**src/rtl/fft_addr_sched_if.sv**
```systemverilog
// fft_addr_sched_if
//   Butterfly address bus between the FFT address scheduler and the
//   butterfly datapath.
//   master (scheduler): drives out_valid, addr_a, addr_b, tw_addr, stage,
//                       last_in_stage; receives out_ready.
//   slave  (datapath) : the mirror image.
//   N_LOG2        : log2 of the FFT size, sets the data address width.
//   TW_ADDR_WIDTH : twiddle ROM address width.
interface fft_addr_sched_if #(
    parameter int N_LOG2        = 10,
    parameter int TW_ADDR_WIDTH = 10
);
    logic                     out_valid;
    logic                     out_ready;
    logic [N_LOG2-1:0]        addr_a;
    logic [N_LOG2-1:0]        addr_b;
    logic [TW_ADDR_WIDTH-1:0] tw_addr;
    logic [3:0]               stage;
    logic                     last_in_stage;

    modport master (
        output out_valid, addr_a, addr_b, tw_addr, stage, last_in_stage,
        input  out_ready
    );

    modport slave (
        input  out_valid, addr_a, addr_b, tw_addr, stage, last_in_stage,
        output out_ready
    );
endinterface

```
**src/rtl/fft_addr_sched.sv**
```systemverilog
// fft_addr_sched
//   Address sequencer for an in-place radix-2 DIT FFT. Walks every stage and
//   butterfly, presenting data-RAM addresses (a, b) and the twiddle ROM index
//   for each butterfly on a valid/ready bus. Optional idle gap between stages
//   lets the butterfly pipeline drain.
// Ports:
//   clk    : clock, rising edge
//   rst    : synchronous active-high reset
//   start  : begin a transform (only honoured in IDLE)
//   busy   : high while stages are being walked (RUN and GAP)
//   done   : one-cycle pulse after the final butterfly fires
//   bus    : master side of fft_addr_sched_if (addresses, stage, last flag,
//            out_valid/out_ready handshake)
module fft_addr_sched #(
    parameter int N_LOG2        = 10,
    parameter int TW_ADDR_WIDTH = 10,
    parameter int STAGE_GAP     = 4
) (
    input  logic               clk,
    input  logic               rst,
    input  logic               start,
    output logic               busy,
    output logic               done,
    fft_addr_sched_if.master   bus
);
    localparam int BF_W  = N_LOG2 - 1;
    localparam int GAP_W = (STAGE_GAP > 1) ? $clog2(STAGE_GAP) : 1;

    typedef enum logic [1:0] {IDLE, RUN, GAP, DONE} state_t;

    state_t                   state_q, state_d;
    logic [3:0]               stage_q, stage_d;
    logic [BF_W-1:0]          bf_q, bf_d;
    logic [GAP_W-1:0]         gap_q, gap_d;
    logic                     valid_q, valid_d;
    logic                     last_q, last_d;
    logic                     busy_q, busy_d;
    logic                     done_q, done_d;
    logic [N_LOG2-1:0]        addr_a_q, addr_a_d;
    logic [N_LOG2-1:0]        addr_b_q, addr_b_d;
    logic [TW_ADDR_WIDTH-1:0] tw_q, tw_d;

    logic                     fire;
    logic [N_LOG2-1:0]        bf_ext, half, j_n, g_n;
    logic [3:0]               tw_sh;

    assign fire = valid_q & bus.out_ready;

    always_comb begin
        state_d = state_q;
        stage_d = stage_q;
        bf_d    = bf_q;
        gap_d   = gap_q;
        valid_d = valid_q;
        busy_d  = busy_q;
        done_d  = 1'b0;

        unique case (state_q)
            IDLE: begin
                if (start) begin
                    state_d = RUN;
                    stage_d = '0;
                    bf_d    = '0;
                    valid_d = 1'b1;
                    busy_d  = 1'b1;
                end
            end
            RUN: begin
                if (fire) begin
                    if (&bf_q) begin
                        if (stage_q == 4'(N_LOG2 - 1)) begin
                            state_d = DONE;
                            valid_d = 1'b0;
                            busy_d  = 1'b0;
                            done_d  = 1'b1;
                        end else if (STAGE_GAP == 0) begin
                            // back-to-back stages, no bubble
                            stage_d = stage_q + 4'd1;
                            bf_d    = '0;
                        end else begin
                            state_d = GAP;
                            valid_d = 1'b0;
                            gap_d   = '0;
                        end
                    end else begin
                        bf_d = bf_q + BF_W'(1);
                    end
                end
            end
            GAP: begin
                // gap_q counts 0..STAGE_GAP-1, giving exactly STAGE_GAP idle cycles
                if (32'(gap_q) == STAGE_GAP - 1) begin
                    state_d = RUN;
                    stage_d = stage_q + 4'd1;
                    bf_d    = '0;
                    valid_d = 1'b1;
                end else begin
                    gap_d = gap_q + GAP_W'(1);
                end
            end
            DONE: begin
                state_d = IDLE;
            end
            default: begin
                state_d = IDLE;
            end
        endcase

        // Outputs are computed from the next (stage, bf) so they land in
        // registers; with bf/stage held during a stall they stay stable.
        bf_ext   = N_LOG2'(bf_d);
        half     = N_LOG2'(1) << stage_d;
        j_n      = bf_ext & (half - N_LOG2'(1));
        g_n      = bf_ext >> stage_d;
        addr_a_d = (g_n << (stage_d + 4'd1)) | j_n;
        addr_b_d = addr_a_d | half;
        tw_sh    = 4'(N_LOG2 - 1) - stage_d;
        tw_d     = TW_ADDR_WIDTH'(j_n << tw_sh);
        last_d   = valid_d & (&bf_d);
    end

    always_ff @(posedge clk) begin
        if (rst) begin
            state_q  <= IDLE;
            stage_q  <= '0;
            bf_q     <= '0;
            gap_q    <= '0;
            valid_q  <= 1'b0;
            last_q   <= 1'b0;
            busy_q   <= 1'b0;
            done_q   <= 1'b0;
            addr_a_q <= '0;
            addr_b_q <= '0;
            tw_q     <= '0;
        end else begin
            state_q  <= state_d;
            stage_q  <= stage_d;
            bf_q     <= bf_d;
            gap_q    <= gap_d;
            valid_q  <= valid_d;
            last_q   <= last_d;
            busy_q   <= busy_d;
            done_q   <= done_d;
            addr_a_q <= addr_a_d;
            addr_b_q <= addr_b_d;
            tw_q     <= tw_d;
        end
    end

    assign bus.out_valid     = valid_q;
    assign bus.addr_a        = addr_a_q;
    assign bus.addr_b        = addr_b_q;
    assign bus.tw_addr       = tw_q;
    assign bus.stage         = stage_q;
    assign bus.last_in_stage = last_q;
    assign busy              = busy_q;
    assign done              = done_q;
endmodule

```
**src/flat_wrapper.sv**
```systemverilog
// flat-port wrapper written by rule: the top's interface ports become plain ports
module fft_addr_sched_flat 
#(
    parameter int N_LOG2        = 10,
    parameter int TW_ADDR_WIDTH = 10,
    parameter int STAGE_GAP     = 4
)
  (clk, rst, start, busy, done, bus_out_valid, bus_addr_a, bus_addr_b, bus_tw_addr, bus_stage, bus_last_in_stage, bus_out_ready);
  fft_addr_sched_if #(.N_LOG2(N_LOG2), .TW_ADDR_WIDTH(TW_ADDR_WIDTH)) bus_i ();
  input  logic clk;
  input  logic rst;
  input  logic start;
  output logic busy;
  output logic done;
  output wire logic [$bits(bus_i.out_valid)-1:0] bus_out_valid;
  output wire logic [$bits(bus_i.addr_a)-1:0] bus_addr_a;
  output wire logic [$bits(bus_i.addr_b)-1:0] bus_addr_b;
  output wire logic [$bits(bus_i.tw_addr)-1:0] bus_tw_addr;
  output wire logic [$bits(bus_i.stage)-1:0] bus_stage;
  output wire logic [$bits(bus_i.last_in_stage)-1:0] bus_last_in_stage;
  input wire logic [$bits(bus_i.out_ready)-1:0] bus_out_ready;
  assign bus_out_valid = bus_i.out_valid;
  assign bus_addr_a = bus_i.addr_a;
  assign bus_addr_b = bus_i.addr_b;
  assign bus_tw_addr = bus_i.tw_addr;
  assign bus_stage = bus_i.stage;
  assign bus_last_in_stage = bus_i.last_in_stage;
  assign bus_i.out_ready = bus_out_ready;
  fft_addr_sched #(.N_LOG2(N_LOG2), .TW_ADDR_WIDTH(TW_ADDR_WIDTH), .STAGE_GAP(STAGE_GAP)) u_core (.clk(clk), .rst(rst), .start(start), .busy(busy), .done(done), .bus(bus_i));
endmodule
```
**config.mk**
```make
export PLATFORM = sky130hd
export DESIGN_NAME = fft_addr_sched_flat
export DESIGN_NICKNAME = d
export VERILOG_FILES = /design/src/rtl/fft_addr_sched_if.sv /design/src/rtl/fft_addr_sched.sv /design/src/flat_wrapper.sv
export SDC_FILE = /design/constraint.sdc
export NUM_CORES = 1
export LEC_CHECK = 0
export BUFFER_PORTS_ARGS = -buffer_cell sky130_fd_sc_hd__buf_2
export CAP_MARGIN = 20
export CORE_MARGIN = 2
export CORE_UTILIZATION = 55
export CTS_CLUSTER_DIAMETER = 200
export DETAILED_ROUTE_END_ITERATION = 16
export MAX_ROUTING_LAYER = met4
export PLACE_DENSITY_LB_ADDON = 0.12
export SETUP_SLACK_MARGIN = 0.05
export SYNTH_ARGS = -nofsm -noshare
export SYNTH_HDL_FRONTEND = slang
export SYNTH_SLANG_ARGS = --single-unit
```
**constraint.sdc**
```tcl
create_clock -name clk -period 3.7 [get_ports clk]
set_input_delay 0.37 -clock clk [delete_from_list [all_inputs] [get_ports clk]]
set_output_delay 0.37 -clock clk [all_outputs]
set_load 0.02 [all_outputs]
```
---- Word level (Yosys, flattened, before mapping) ----
Index checks and enable logic that the tools add are counted.
operators by class
  add/subtract/negate cells ............... 6
  eq/ne operators ......................... 12
  shift-type cells ........................ 4
  mux-type cells .......................... 30
  bitwise operators ....................... 8
  reductions and logical operators ........ 9
operators with widths
  kind                                                                  number
  9-bit 2-to-1 mux                                                      4
  9-bit one-hot mux with 3 select lines                                 1
  10-bit bitwise OR                                                     2
  10-bit by 4-bit left shift with 10-bit output                         2
  9-bit AND reduction                                                   2
  2-bit 2-to-1 mux                                                      8
  9-bit by 10-bit bitwise AND with 10-bit output                        1
  1-bit 2-to-1 mux                                                      10
  5-bit AND reduction                                                   2
  1-bit by 4-bit left shift with 10-bit output, first input constant    1
  9-bit by 4-bit right shift with 10-bit output                         1
  10-bit by 1-bit subtractor with 10-bit output, second input constant  1
  9-bit by 1-bit adder with 9-bit output, second input constant         1
  4-bit by 1-bit adder with 4-bit output, second input constant         2
  4-bit 2-to-1 mux                                                      2
  2-bit by 1-bit != test with 1-bit output, second input constant       4
  2-bit one-hot mux with 4 select lines                                 1
  4-bit one-hot mux with 2 select lines                                 1
  2-bit == test, second input constant                                  3
  2-bit != test, second input constant                                  3
  4-bit == test, second input constant                                  1
  2-bit one-hot mux with 2 select lines                                 1
  4-bit AND reduction                                                   1
  2-bit nonzero test                                                    2
  other kinds (9)                                                       12
storage, ports and cells
  flip-flop bits (word level) ............. 51
  output and inout port bits .............. 38
  word-level logic and storage cells ...... 80

---- Depth between registers and ports, before layout ----
  depth after elaboration ................. 8
  gate-level depth with buffers ........... 16

---- Least setup slack after synthesis ----
No wires, ideal clock.
  path type ............................... flip-flop to flip-flop
  from .................................... register u_core.stage_q[1] (netlist: u_core.bus.stage[1])
  to ...................................... register u_core.tw_q[7] (netlist: u_core.bus.tw_addr[7])
  setup time .............................. 0.092 ns
  arrival ................................. 3.096 ns
  required time ........................... 3.608 ns
  path slack .............................. 0.512 ns
  cell stages (with the launch flop) ...... 15
  clock period less this slack ............ 3.188 ns
  cell sequence ........................... dfxtp_1 inv_1 ha_1 nor2b_1 a221o_1 buf_4 buf_6 nor2_1 nand2_1 ha_1 nor4_1 o21ai_1 a221oi_1 nor2_1 nor4_1
on the way
  longest elaborated chain between the ends .. 7
  elaborated cells between the ends (all ways) .. 9
  those cells by class .................... add/sub (3); shift (2); mux (3); bitwise (1)
ends and longest elaborated chain
  element                                          RTL line               text
  start: declaration                               fft_addr_sched.sv:32   logic [3:0] stage_q, stage_d;
  start signal: assignment                         fft_addr_sched.sv:137  stage_q <= stage_d;
  4-bit by 1-bit adder with 4-bit output           fft_addr_sched.sv:94   stage_d = stage_q + 4'd1;
  4-bit 2-to-1 mux                                 fft_addr_sched.sv:92   if (32'(gap_q) == STAGE_GAP - 1) begin
  4-bit one-hot mux with 2 select lines *          fft_addr_sched.sv:58   unique case (state_q)
  1-bit by 4-bit left shift with 10-bit output     fft_addr_sched.sv:112  half = N_LOG2'(1) << stage_d;
  10-bit by 1-bit subtractor with 10-bit output    fft_addr_sched.sv:113  j_n = bf_ext & (half - N_LOG2'(1));
  9-bit by 10-bit bitwise AND with 10-bit output   fft_addr_sched.sv:113
  10-bit by 4-bit left shift with 10-bit output *  fft_addr_sched.sv:118  tw_d = TW_ADDR_WIDTH'(j_n << tw_sh);
  end signal: assignment                           fft_addr_sched.sv:146  tw_q <= tw_d;
  end: declaration                                 fft_addr_sched.sv:41   logic [TW_ADDR_WIDTH-1:0] tw_q, tw_d;
Every way passes the cells marked *; elsewhere a longest branch is shown, timed or not.
A chain may end at the register's enable or synchronous reset.

---- Worst setup path after layout ----
  from .................................... register u_core.gap_q[0]
  to ...................................... register u_core.tw_q[9] (netlist: u_core.bus.tw_addr[9])
on the way
  longest elaborated chain between the ends .. 7
  elaborated cells between the ends (all ways) .. 10
  those cells by class .................... add/sub (2); eq/ne (1); shift (2); mux (4); bitwise (1)
ends and longest elaborated chain
  element                                          RTL line               text
  start: declaration                               fft_addr_sched.sv:34   logic [GAP_W-1:0] gap_q, gap_d;
  start signal: assignment                         fft_addr_sched.sv:139  gap_q <= gap_d;
  2-bit == test *                                  fft_addr_sched.sv:92
  4-bit 2-to-1 mux                                 fft_addr_sched.sv:92
  4-bit one-hot mux with 2 select lines            fft_addr_sched.sv:58
  1-bit by 4-bit left shift with 10-bit output     fft_addr_sched.sv:112
  10-bit by 1-bit subtractor with 10-bit output    fft_addr_sched.sv:113
  9-bit by 10-bit bitwise AND with 10-bit output   fft_addr_sched.sv:113
  10-bit by 4-bit left shift with 10-bit output *  fft_addr_sched.sv:118
Marked as above.

==> results.toml <==
[outcome]
status = "finished clean"

[grt]
grt_max_degree = 29
grt-ovfl-total = 0
grt.total_usage = 0.329
first_global_vias = 3463
grt_pass1_wl_um = 18300
antenna_found_initial = 0

[critical_path]
worstSetupPathType = "reg -> reg"
startpoint_type = "flip-flop"
worstSetupEndpointType = "flip-flop"
path_max_fanout = 11
r2r_start = "u_core.gap_q[0]$_SDFFE_PP0P_"
worst_r2r_path_depth = 14
crit_required_ps = 3930
r2r-end = "u_core.bus.tw_addr[9]$_SDFF_PP0_"
rrSetupSlack_ps = 360
arrival_ps = 3570

[routing]
ant_nets = 0
wl_um = 11400
wl_per_cell_um = 20.0
drc = 0
viasPerCell = 6.81
first_iter_violations = 586
vias = 3888
drtPass1Iterations = 6

[yosys]
synth_common_cells = "nor2_1, dfxtp_1, nand2_1"
syn_area_mm2 = 0.00363
synth_most_common_cell = "nor2_1"
seq_area_frac_synth = 0.281
ys_warn_count = 0
syn_area_per_cell_um2 = 7.99
synth_top_area_frac = 0.281
synth-edff-count = 0
yosys.cell_types.count = 91
synth_ff_type = "dfxtp_1"
synth_top_cell_by_area = "dfxtp_1"
syn_nets = 467
async_reset_ff_frac = 0
yosys-top-cells-area = "dfxtp_1, nor2_1, nand2_1"
synth_cells = 454
ys_seq_elements = 51

[sta]
drv_slew = 0
final_hold_viol_count = 0
finalSetupTns_ps = 0
fin_crit_sh = 0.904
finalClockSkew_ps = 9.71
setup_ws_ps = 356
maxSlewHeadroom = 0.644
max_freq_ghz = 0.299
finalSetupViolCount = 0
worstMarginPinSlew_ps = 531
rsz0062_at_grt = "no"
fin_crit_ps = 3340

[final_layout]
n_antenna_cell = 0
fill_cells = 551
area_delta_synth_final_pct = 11.3
drive_above_1_share = 0.229
final_area_mm2 = 0.00404
instances_no_fill = 571
final_nets = 506

[clock_network]
cts_sinks = 51
root_buffer = "clkbuf_8"
clkTransAtPathRegs_ps = 110
insertion_delay_ps = 310
cts-htree-levels = 2
cts_tree = "done"
numCtsBuffers = 5
post_cts.repair.setup_buffers = 0
clk_path_buf_depth = 2

[power]
seqPwrFrac = 0.544
p_leak_uw = 0.00162
comb_power_share = 0.059
intPower_uw = 778
swShare = 0.243
powerDensity_mw_per_mm2 = 254
peakVddDrop_v = 0.000206
p_sw_uw = 250
clockPowerShare = 0.396

[floorplanning]
ioPinCount = 42
die_y_um = 85.2
die_area_mm2 = 0.00726
core_mm2 = 0.00635
initial_utilization = 0.571
die_width_um = 85.2
rows = 29

[placed_design]
hpwl_um = 8590
portBuffers = 41
routabilityCongestion = 1.00
pre_cts_ws_ps = 322
placedInstanceArea_mm2 = 0.00392
dp.cells = 563

[worst_hold_path]
min_to = "u_core.bus.out_valid$_SDFF_PP0_"
holdCritPathClass = "in -> reg"
holdPathStages = 3
min-delay-start = "bus_out_ready"

[run]
max-cap-violations = 0
-- cell type report --
cell class	instances	area [µm²]	share of cell area
clock inverters	3	46.3	0.0115
clock buffers	5	68.8	0.0170
inverters	11	42.5	0.0105
well taps	77	96.3	0.0239
flip-flops and latches	51	1020	0.253
repair buffers	63	370	0.0917
multi-input cells	361	2390	0.592
-- layer usage --
metal  part of all wire  track usage
met5                  0            -
met4              0.032        0.102
met3               0.11       0.0603
met2               0.42        0.481
met1               0.43        0.461
-- metrics by stage --
step	power (µW)	utilization	hold WS [ps]
floorplan	612	-	466
global placement	630	0.617	476
detailed placement	631	0.617	488
CTS	1030	0.635	456
global route	1050	0.636	469
finish	1030	0.636	462
-- worst max-delay path: stages, from the launching register on --
cell	delay [ps]
dfxtp_1	380
ha_1	250
and3b_1	200
a221o_1	440
nand2_2	140
inv_2	110
ha_1	250
buf_4	170
or3_1	340
a21oi_1	140
o21ai_0	110
a21o_1	260
o22ai_1	170
nor4_1	70
nor3_1	230
-- layout by cell type (no fill, tap or decap), types with 10 or more instances in the layout --
cell and instances:
nand3_1 21, dfxtp_1 50, buf_4 22, o21ai_0 13, o21ai_1 10, a21oi_1 25
nor3_1 19, buf_2 41, nor2_1 53, nand2_1 41
-- flip-flops by register name, indices dropped and copies added, names as in the netlist --
name,cells
u_core.bus.last_in_stage,1
u_core.bf_q,9
u_core.done,1
u_core.bus.stage,4
u_core.bus.tw_addr,10
u_core.bus.addr_a,10
u_core.bus.addr_b,10
u_core.busy,1
u_core.gap_q,2
u_core.bus.out_valid,1
u_core.state_q,2
-- timing repair --
action / in CTS / in global routing
resized for setup: 0 / 2
hold buffers: 0 / 0
setup endpoints to repair: 0 / 3
-- power by group through the flow --
| stage | logic [µW] | registers, µW | clock network, µW |
|---|---|---|---|
| floorplan | 40.7 | 572 | 0 |
| global placement | 58.9 | 571 | 0 |
| detailed placement | 59.4 | 572 | 0 |
| CTS | 59.7 | 559 | 414 |
| global route | 65.3 | 560 | 429 |
| finish | 61.1 | 559 | 407 |
-- how the worst max path moves through the flow --
stage	from	end	cells after the start
after floorplan	u_core.bus.stage[1]$_SDFF_PP0_	u_core.bus.tw_addr[7]$_SDFF_PP0_	14
after global placement	u_core.state_q[0]$_SDFFE_PP0P_	u_core.bus.tw_addr[9]$_SDFF_PP0_	13
after detailed placement	u_core.state_q[0]$_SDFFE_PP0P_	u_core.bus.tw_addr[9]$_SDFF_PP0_	13
after CTS	u_core.state_q[0]$_SDFFE_PP0P_	u_core.bus.tw_addr[9]$_SDFF_PP0_	13
after global routing	u_core.bus.stage[1]$_SDFF_PP0_	u_core.bus.tw_addr[7]$_SDFF_PP0_	12
final	u_core.gap_q[0]$_SDFFE_PP0P_	u_core.bus.tw_addr[9]$_SDFF_PP0_	14
-- kinds of logic (layout without fill, tap and decap cells) --
| logic type | Yosys count | count (layout) | share of synthesized area |
|---|---|---|---|
| adders and majority gates | 9 | 9 | 0.0310 |
| DFF | 51 | 51 | 0.281 |
| AOI/OAI and AO/OA | 134 | 134 | 0.290 |
| xor gates and xnor gates | 7 | 7 | 0.0169 |
| muxes | 11 | 11 | 0.0317 |
| buffers and inverters | 42 | 82 | 0.0600 |
| and+or+nand+nor | 200 | 200 | 0.289 |
(Power assumes the default switching activity.)
